File: config.mk
export PLATFORM = sky130hd
export DESIGN_NAME = vmarb
export DESIGN_NICKNAME = d
export VERILOG_FILES = /design/src/rtl/vmarb.sv
export SDC_FILE = /design/constraint.sdc
export NUM_CORES = 1
export LEC_CHECK = 0
export CAP_MARGIN = 10
export CORE_MARGIN = 3
export CORE_UTILIZATION = 25
export CTS_CLUSTER_SIZE = 24
export DETAILED_ROUTE_END_ITERATION = 12
export SLEW_MARGIN = 25
export SYNTH_ARGS = -nofsm -noshare
export SYNTH_HDL_FRONTEND = slang
export SYNTH_SLANG_ARGS = --single-unit
File: constraint.sdc
create_clock -name clock -period 1.6 [get_ports clock]
set_clock_uncertainty 0.2 [all_clocks]
set_input_delay 0.32 -clock clock [delete_from_list [all_inputs] [get_ports clock]]
set_output_delay 0.32 -clock clock [all_outputs]
set_load 0.02 [all_outputs]
File: src/rtl/vmarb.sv
// Video-memory arbiter: shares one single-port synchronous RAM between the VGA
// scan-out fetcher (priority) and the CPU path, with a bounded video streak.
module vmarb #(
    parameter int MAX_VID_STREAK = 4
) (
    input  logic        clock,
    input  logic        reset_n,
    input  logic        vid_req,
    input  logic [16:0] vid_addr,
    output logic        vid_ack,
    output logic [7:0]  vid_data,
    input  logic        cpu_req,
    input  logic        cpu_we,
    input  logic [16:0] cpu_addr,
    input  logic [7:0]  cpu_wdata,
    output logic        cpu_ack,
    output logic [7:0]  cpu_rdata,
    output logic [16:0] mem_addr,
    output logic [7:0]  mem_wdata,
    output logic        mem_wren,
    input  logic [7:0]  mem_q,
    output logic        busy,
    output logic [1:0]  state_dbg
);

    // Handshake: a requester raises req with stable address/data and holds it
    // until it sees a one-cycle ack; a req still high back in IDLE is a new access.

    typedef enum logic [1:0] {
        IDLE  = 2'd0,
        ISSUE = 2'd1,
        READ  = 2'd2,
        ACK   = 2'd3
    } state_t;

    localparam logic [3:0] STREAK_MAX = 4'(MAX_VID_STREAK);

    state_t     state;
    state_t     state_next;
    logic [3:0] streak;
    logic       owner_cpu;
    logic       cpu_read;
    logic       grant_vid;
    logic       grant_cpu;

    assign state_dbg = state;

    always_comb begin
        grant_vid  = 1'b0;
        grant_cpu  = 1'b0;
        state_next = state;
        case (state)
            IDLE: begin
                // Video wins unless the CPU has waited through a full streak.
                grant_vid = vid_req && !(cpu_req && (streak == STREAK_MAX));
                grant_cpu = cpu_req && !grant_vid;
                if (grant_vid || grant_cpu) state_next = ISSUE;
            end
            ISSUE:   state_next = READ;
            READ:    state_next = ACK;
            ACK:     state_next = IDLE;
            default: state_next = IDLE;
        endcase
    end

    always_ff @(posedge clock) begin
        if (!reset_n) begin
            state     <= IDLE;
            busy      <= 1'b0;
            mem_addr  <= 17'd0;
            mem_wdata <= 8'd0;
            mem_wren  <= 1'b0;
            vid_ack   <= 1'b0;
            cpu_ack   <= 1'b0;
            vid_data  <= 8'd0;
            cpu_rdata <= 8'd0;
            streak    <= 4'd0;
            owner_cpu <= 1'b0;
            cpu_read  <= 1'b0;
        end else begin
            state   <= state_next;
            busy    <= (state_next != IDLE);
            vid_ack <= 1'b0;
            cpu_ack <= 1'b0;
            case (state)
                IDLE: begin
                    if (grant_vid) begin
                        mem_addr  <= vid_addr;
                        mem_wren  <= 1'b0;
                        owner_cpu <= 1'b0;
                        streak    <= cpu_req ? streak + 4'd1 : 4'd0;
                    end else if (grant_cpu) begin
                        mem_addr  <= cpu_addr;
                        mem_wren  <= cpu_we;
                        mem_wdata <= cpu_wdata;
                        owner_cpu <= 1'b1;
                        cpu_read  <= !cpu_we;
                        streak    <= 4'd0;
                    end
                end
                ISSUE: mem_wren <= 1'b0;
                READ: begin
                    // mem_q now carries the word addressed during ISSUE.
                    if (owner_cpu) begin
                        cpu_ack <= 1'b1;
                        if (cpu_read) cpu_rdata <= mem_q;
                    end else begin
                        vid_ack  <= 1'b1;
                        vid_data <= mem_q;
                    end
                end
                default: ;
            endcase
        end
    end

endmodule

; Word level (Yosys, flattened, before mapping)
; Cells that the tools add are included.
[classes]
eq_ne = 5
n_reduce_logical = 17
muxes = 16
bitwise = 2
add_sub_neg = 1
[ops]
columns = cell, count
row1 = $mux W17, 2
row2 = $mux W4, 3
row3 = $mux W1, 8
row4 = $pmux W2 S4, 1
row5 = $reduce_and A2 Y1, 4
row6 = $reduce_and A3 Y1, 2
row7 = $reduce_bool A2 Y1, 3
row8 = $add A4 B1 Y4 const B, 1
row9 = $eq A2 B2 Y1 const B, 2
row10 = $eq A4 B3 Y1 const B, 1
row11 = $logic_and A1 B1 Y1, 3
row12 = $logic_not A1 Y1, 3
row13 = $ne A3 B3 Y1 const B, 1
row14 = $eq A2 B1 Y1 const B, 1
row15 = $logic_not A2 Y1, 1
row16 = $mux W2, 1
row17 = $not A1 Y1, 2
row18 = $pmux W1 S2, 1
row19 = $logic_or A1 B1 Y1, 1
[word_totals]
input_bits = 55
out_inout_bits = 47
ff_bits = 53
word_cells = 53

; Depth between registers and ports, before layout
; Gate-level depths: netlist (run 1).
[logic_depth]
ltp_word = 10
depth_mapped = 7
ltp_nobuf = 5

; Least setup slack after synthesis (run 1)
; OpenSTA, ideal clock, no wires.
[synth_path]
path_kind = register to register
startpoint = register state[0], in the netlist state_dbg[0]
endpoint = register mem_addr[10]
required_time_ps = 1326
arrival_time_ps = 1497
path_stages_with_launch = 7
setup_time_ps = 74
path_buffers = 1
period_less_slack_ps = 1771
path_slack_ps = -171
path_cell_list = dfxtp_1 -> inv_1 -> ha_1 -> nand2_1 -> clkbuf_1 -> o21ai_1 -> a31oi_1
[synth_via]
elab_chain_cells = 4
elab_cells_between_ends = 6
classes_between = mux (3) / reduce/logical (3)
[synth_rtl]
columns = item, line
row1 = from (decl), 38  ; state_t state;
row2 = from (signal assigned), 81  ; state <= state_next;
row3 = $logic_not A2 Y1 *, "52, 85"
row4 = $mux W1, 52  ; case (state)
row5 = $reduce_bool A2 Y1 (no source line), --
row6 = $reduce_and A2 Y1 (no source line), --
row7 = to (signal assigned), 88  ; mem_addr <= vid_addr;
row8 = to (signal assigned), 93  ; mem_addr <= cpu_addr;
row9 = to (decl), 18  ; output logic [16:0] mem_addr,
; Every way passes the cells marked *; elsewhere a longest branch is shown, timed or not.
; A chain may end at the register's enable or synchronous reset.

; Final worst setup path (run 1)
[layout_path]
startpoint = register state[0], in the netlist state_dbg[0]
endpoint = register busy
[layout_via]
elab_chain_cells = 3
elab_cells_between_ends = 7
classes_between = eq/ne (3) / mux (2) / reduce/logical (2)
[layout_rtl]
columns = item, line
row1 = "$eq A2 B2 Y1, or another cell as far along", 52
row2 = $pmux W2 S4 *, 52
row3 = $reduce_bool A2 Y1 *, 82  ; busy <= (state_next != IDLE);
row4 = to (signal assigned), 82
row5 = to (decl), 22  ; output logic busy,
; Marked as above.

==> results of run 1 <==
## placed cells by master, fill, tap and decap left out, types with 3 or more instances in the layout
master / n
o21ai_1: 18
nand2b_1: 3
a31oi_1: 19
clkbuf_8: 6
nand4_1: 17
mux2i_1: 17
o21ai_0: 17
dlygate4sd2_1: 45
buf_4: 20
inv_2: 3
nor2_1: 10
dfxtp_1: 50
buf_12: 6
clkdlybuf4s50_1: 52
nand2_1: 35
buf_6: 4
a21oi_1: 9
## tightest hold or removal path, stage by stage, from the launching register on
cell and delay (ns):
dfxtp_1 0.32, nand2_1 0.05, a21oi_1 0.05
## timing repair
item                                    CTS  global route
pin swaps                                 3             4
setup buffers                             1             2
cloned                                    1             1
endpoints found under the setup margin   86            48
hold buffers                              0             0
gates resized for setup                  60            22
## layer usage
metal	up-vias	share of wire
met5	-	0
met4	0	0.013
met3	6	0.032
met2	47	0.53
met1	1083	0.42
li1	1153	-
## cell usage after synthesis (2+ instances only)
cell	number
a31oi_1	19
o21a_1	2
and3_1	3
nand3b_1	2
clkbuf_1	8
nand3_1	2
dfxtp_1	53
o21ai_1	18
nand2b_1	3
buf_4	2
and2_1	2
nor2_1	10
mux2i_1	18
inv_1	6
nand4_1	17
nand2_1	37
a21oi_1	11
ha_1	5
o21ai_0	17
nand4b_1	2
buf_2	10
## power by group
group	total (mW)	switching, mW	internal, mW
clock network	0.965	0.455	0.510
registers	1.70	0.124	1.58
logic	2.12	1.15	0.970
## metrics by stage
step	instance area [µm²]	hold slack [ns]	cells	worst slack [ns]
3_5_place_dp	3570	0.246	468	-0.292
4_1_cts	3690	0.259	478	0.00291
5_1_grt	3770	0.284	480	-0.0327
3_3_place_gp	3570	0.242	468	-0.273
6_report	3770	0.255	480	0.0459
2_1_floorplan	2260	0.235	256	0.00794
## state kept, by name, summed over array words and instances, names as in the netlist
signal,cells
mem_wdata,8
state_dbg,2
cpu_read,1
mem_wren,1
streak,4
owner_cpu,1
cpu_rdata,8
busy,1
vid_ack,1
cpu_ack,1
vid_data,8
mem_addr,17
## kinds of logic after synthesis
group,share of synthesized area
compound gates,0.179
fa+ha+maj,0.0278
buf+inv,0.0573
flops,0.472
mux,0.0801
simple gates,0.184
## layout make-up
class | instances | area, µm² | share of cell area
clock buffers | 6 | 82.6 | 0.0219
clock inverters | 2 | 37.5 | 0.00996
inverters | 6 | 25.0 | 0.00664
multi-input cells | 176 | 1130 | 0.301
flip-flops and latches | 53 | 1070 | 0.283
well taps | 105 | 131 | 0.0349
repair buffers | 132 | 1290 | 0.342
## worst min-delay path by stage
stage | depth (start not counted) | from | endpoint | slack (ns)
after floorplan | 2 | cpu_read | cpu_read | 0.23
after global placement | 2 | vid_data[0] | vid_data[0] | 0.24
after detailed placement | 2 | vid_data[7] | vid_data[7] | 0.25
after CTS | 2 | vid_data[7] | vid_data[7] | 0.26
after global routing | 2 | vid_data[6] | vid_data[6] | 0.28
final | 2 | vid_data[6] | vid_data[6] | 0.26
==> flow_metrics.env, run 1 <==
export IMPL_root_buffer="clkbuf_8"
export IMPL_numCtsBuffers=5
export IMPL_die_x_um=101
export IMPL_grt_max_degree=35
export IMPL_power_mw=4.78
export IMPL_fin_util=0.445
export IMPL_first_iter_violations=105
export IMPL_port_buffers=101
export IMPL_slew_headroom=0.750
export IMPL_synth_main_ff_cell="dfxtp_1"
export IMPL_num_rows=33
export IMPL_wl_mm=7.24
export IMPL_crit_path_end="busy"
export IMPL_cts_tree="yes"
export IMPL_tightest_slew_ns=0.374
export IMPL_vias=2289
export IMPL_leakagePower_nw=1.67
export IMPL_critPathArrivalTime_ns=1.56
export IMPL_r2r_end="busy"
export IMPL_area_growth_synth_to_final_pct=67.6
export IMPL_gp_congestion=0.787
export IMPL_drv_cap=0
export IMPL_grt_busiest_layer="met2"
export IMPL_synth_avg_cell_area_um2=8.78
export IMPL_synthesis_area_um2=2250
export IMPL_worstSetupStartpointType="flop"
export IMPL_synth_async_reset_ratio=0
export IMPL_grt_use_met3=0.0180
export IMPL_crit_path_top_delay_cell="dfxtp_4"
export IMPL_fmax_ghz=0.643
export IMPL_fp_dieH_um=101
export IMPL_finalHoldViolCount=0
export IMPL_maxSlewViolCount=0
export IMPL_grt_pass1_wl_mm=10.9
export IMPL_worstPathMaxFanout=7
export IMPL_syn_nets=316
export IMPL_core_area_um2=8460
export IMPL_setup_viol=0
export IMPL_rsz0062_at_grt="yes"
export IMPL_die_area_um2=10200
export IMPL_initial_core_util=0.266
export IMPL_reg2reg_slack_ns=0.05
export IMPL_h_tree_depth=2
export IMPL_hpwl_mm=5.07
export IMPL_fill_cells=831
export IMPL_crit_buf_inv=2
export IMPL_antenna_found_initial=0
export IMPL_crit_family="flip-flops"
export IMPL_grt_use_met1=0.170
export IMPL_synth_seq_area_share=0.472
export IMPL_routed_via_density=4.77
export IMPL_synth_area_leaders="dfxtp_1, mux2i_1, nand2_1"
export IMPL_critical_path_max_stage_delay_ns=0.37
export IMPL_grt_overflow_total=0
export IMPL_path_class="flop to flop"
export IMPL_crit_start="state_dbg[0]"
export IMPL_clk_path_buf_depth=2
export IMPL_clk_latency_ns=0.30
export IMPL_synth_top_area_cell="dfxtp_1"
export IMPL_synth_top_area_frac=0.472
export IMPL_hold_class="flop to flop"
export IMPL_ys_warn_count=0
export IMPL_post_drt_wl_per_cell_um=15.1
export IMPL_drive_above_1_share=0.160
export IMPL_grt_pass1_vias=2159
export IMPL_nNetsFinal=434
export IMPL_pin_count=102
export IMPL_ant_nets=0
export IMPL_end_kind="flop"
export IMPL_min_period_over_period=0.971
export IMPL_fin_setup_tns_ns=0
export IMPL_path_clk_slew_ns=0.10
export IMPL_synthDistinctLibCells=30
export IMPL_ir_worst_vdd_uv=438
export IMPL_regToRegStartpoint="state_dbg[0]"
export IMPL_finalCriticalPeriod_ns=1.55
export IMPL_grt_util_all_layers=0.134
export IMPL_drc=0
export IMPL_reg2reg_depth=6
export IMPL_outcome="finished, final reports clean"
export IMPL_cp_cell_sequence="inv_4, ha_4, buf_6, mux2i_4, a21oi_2, or2_1"
export IMPL_antenna_cells=0
export IMPL_synth_edf_count=0
export IMPL_synthCells=256
export IMPL_power_density_nw_per_um2=1270
export IMPL_cp_data_required_time_ns=1.60
export IMPL_crit_cells=6
export IMPL_gr_usage_met2=0.235
export IMPL_ys_ff_latch=53
export IMPL_clkSinkCount=53
export IMPL_first_pass_iters=4
Power figures use the tool's default switching activity.
==> inputs of run 2 (changes only) <==
--- a/config.mk
+++ b/config.mk
@@ -5,6 +5,7 @@
 export SDC_FILE = /design/constraint.sdc
 export NUM_CORES = 1
 export LEC_CHECK = 0
+export ABC_AREA = 1
 export CAP_MARGIN = 10
 export CORE_MARGIN = 3
 export CORE_UTILIZATION = 25
==> run 2 against run 1 <==
  * Core utilization is 0.97 points lower
  * Critical endpoint is now mem_wdata[6]
  * Global-route usage shrank 0.67 points
  * Clock-buffer cell count did not move
  * Critical path depth decreased by 5
  * Flip-flop and latch count unchanged
  * Via count up 6.6%
==> flow_metrics.env, run 2 <==
export IMPL_outcome="finished, final reports clean"
export IMPL_setup_viol=0
export IMPL_tightest_slew_ns=0.291
export IMPL_hpwl_mm=4.90
export IMPL_first_iter_violations=62
export IMPL_fp_dieH_um=103
export IMPL_path_clk_slew_ns=0.10
export IMPL_crit_path_top_delay_cell="dfxtp_1"
export IMPL_die_area_um2=10600
export IMPL_synth_compound_area_frac=0.0981
export IMPL_root_buffer="clkbuf_8"
export IMPL_ir_worst_vdd_uv=825
export IMPL_synth_top_area_cell="dfxtp_1"
export IMPL_synth_area_leaders="dfxtp_1, nand2_1, nand3b_1"
export IMPL_synth_async_reset_ratio=0
export IMPL_layout_common_cells="nand2_1, clkdlybuf4s50_1, dfxtp_1"
export IMPL_core_area_um2=8930
export IMPL_min_period_over_period=0.979
export IMPL_synth_seq_area_share=0.450
export IMPL_crit_family="flip-flops"
export IMPL_pin_count=102
export IMPL_grt_busiest_layer="met2"
export IMPL_grt_overflow_total=0
export IMPL_critPathArrivalTime_ns=1.05
export IMPL_crit_buf_inv=1
export IMPL_ant_nets=0
export IMPL_syn_nets=383
export IMPL_synth_top_family_by_area="simple AND/OR/NAND/NOR gates"
export IMPL_grt_use_met3=0.0291
export IMPL_clk_latency_ns=0.30
export IMPL_antenna_found_initial=0
export IMPL_synthDistinctLibCells=20
export IMPL_antenna_cells=0
export IMPL_nNetsFinal=505
export IMPL_post_drt_wl_per_cell_um=12.7
export IMPL_gp_congestion=0.835
export IMPL_fin_util=0.436
export IMPL_cp_data_required_time_ns=1.08
export IMPL_ys_ff_latch=53
export IMPL_grt_pass1_vias=2332
export IMPL_leakagePower_nw=1.88
export IMPL_cp_cell_sequence="dlygate4sd2_1"
export IMPL_clk_path_buf_depth=2
export IMPL_gr_usage_met2=0.217
export IMPL_initial_core_util=0.264
export IMPL_synth_simple_gate_area_frac=0.310
export IMPL_synthXorXnorAreaFrac=0.00371
export IMPL_synthTopCellsByCount="nand2_1, dfxtp_1, inv_1"
export IMPL_num_rows=34
export IMPL_die_x_um=103
export IMPL_drv_cap=0
export IMPL_synthesis_area_um2=2360
export IMPL_path_class="flop to output port"
export IMPL_routed_via_density=4.40
export IMPL_synth_mux_area_frac=0
export IMPL_power_density_nw_per_um2=1250
export IMPL_grt_util_all_layers=0.127
export IMPL_synthCells=323
export IMPL_synth_top_area_frac=0.450
export IMPL_wl_mm=7.03
export IMPL_synth_main_ff_cell="dfxtp_1"
export IMPL_hold_class="flop to flop"
export IMPL_place_area_um2=3610
export IMPL_grt_pass1_wl_mm=10.9
export IMPL_slew_headroom=0.805
export IMPL_finalHoldViolCount=0
export IMPL_ys_warn_count=0
export IMPL_numCtsBuffers=5
export IMPL_fin_area_um2=3890
export IMPL_largest_register_ffs=17
export IMPL_synth_edf_count=0
export IMPL_yosysMostFrequentCell="nand2_1"
export IMPL_clkSinkCount=53
export IMPL_area_growth_synth_to_final_pct=64.9
export IMPL_first_pass_iters=4
export IMPL_drive_above_1_share=0.152
export IMPL_port_buffers=101
export IMPL_worstPathMaxFanout=2
export IMPL_fmax_ghz=0.638
export IMPL_largest_register="mem_addr"
export IMPL_cts_tree="yes"
export IMPL_worstSetupStartpointType="flop"
export IMPL_synth_fa_ha_area_frac=0.0265
export IMPL_synth_avg_cell_area_um2=7.31
export IMPL_grt_use_met1=0.163
export IMPL_finalCriticalPeriod_ns=1.57
export IMPL_vias=2440
export IMPL_layout_commonest_cell="nand2_1"
export IMPL_maxSlewViolCount=0
export IMPL_critical_path_max_stage_delay_ns=0.39
export IMPL_drc=0
export IMPL_grt_max_degree=21
export IMPL_end_kind="output port"
export IMPL_h_tree_depth=2
[run 2: cell types whose count changed after synthesis, sizes merged, moves of 6 or more]
cell / change
a21oi: +13
a31oi: -19
clkbuf: -6
inv: +35
mux2i: -18
nand2: +39
nand3: +24
nand3b: +21
nand4: -16
nor2: +23
o21ai: -14
[run 2: final cells by class]
cell class / count / area, µm²
multi-input cells: 212 / 1160
clock inverters: 2 / 10.0
fillers: 925 / 5040
well taps: 108 / 135
inverters: 42 / 168
flip-flops and latches: 53 / 1070
repair inverters: 1 / 8.76
clock buffers: 6 / 72.6
repair buffers: 130 / 1270
[run 2: per-layer routing]
layer / vias to the layer above / wire (µm)
met2: 62 / 3350
li1: 1263 / -
met4: 0 / 57
met1: 1110 / 3210
met5: - / 0
met3: 5 / 408
[run 2: cell families (layout without fill, tap and decap cells)]
kind of cell,count (synthesis),in the layout
flip-flops,53,53
AND/OR/NAND/NOR,159,160
adder cells (fa/ha/maj),5,5
XOR/XNOR,1,1
buffers and inverters,59,181
AO/OA/AOI/OAI,46,46
[run 2: timing repair]
item | CTS | global route
endpoints found under the setup margin | 75 | 33
resized for setup | 56 | 30
hold buffers | 0 | 0
pin swaps | 1 | 3
buffers inserted | 2 | 4
gates cloned | 2 | 2
[run 2: path summary, 6_finish.rpt]
kind           startpoint            to  slack (ns)  cells after the start
max          mem_wdata[6]  mem_wdata[6]        0.03                      1
max reg2reg  state_dbg[1]     streak[2]        0.08                      9
min          cpu_rdata[2]  cpu_rdata[2]        0.24                      2
min reg2reg  cpu_rdata[2]  cpu_rdata[2]        0.24                      2
[run 2: power breakdown]
part           total [mW]  switching (mW)  internal, mW
combinational        2.32            1.31          1.00
sequential           1.81           0.171          1.64
clock               0.754           0.448         0.305
[run 2: metrics by stage]
step                      power (mW)  setup TNS [ns]  hold slack (ns)  instances  setup WS (ns)
after detailed placement        4.16          -10.90            0.234        536         -0.370
final                           4.88               0            0.242        554         0.0336
after global routing            5.24        -0.00479            0.259        554       -0.00278
after global placement          4.12           -9.37            0.231        536         -0.322
after floorplan                 3.08               0            0.241        323         0.0115
after CTS                       4.78               0            0.247        548         0.0258
==> inputs of run 3 (changes only) <==
--- a/config.mk
+++ b/config.mk
@@ -11,6 +11,7 @@
 export CORE_UTILIZATION = 25
 export CTS_CLUSTER_SIZE = 24
 export DETAILED_ROUTE_END_ITERATION = 12
+export HOLD_SLACK_MARGIN = 0.08
 export SLEW_MARGIN = 25
 export SYNTH_ARGS = -nofsm -noshare
 export SYNTH_HDL_FRONTEND = slang
==> results of run 3 <==
Final layout, timing and power as in run 2 (identical DEF).
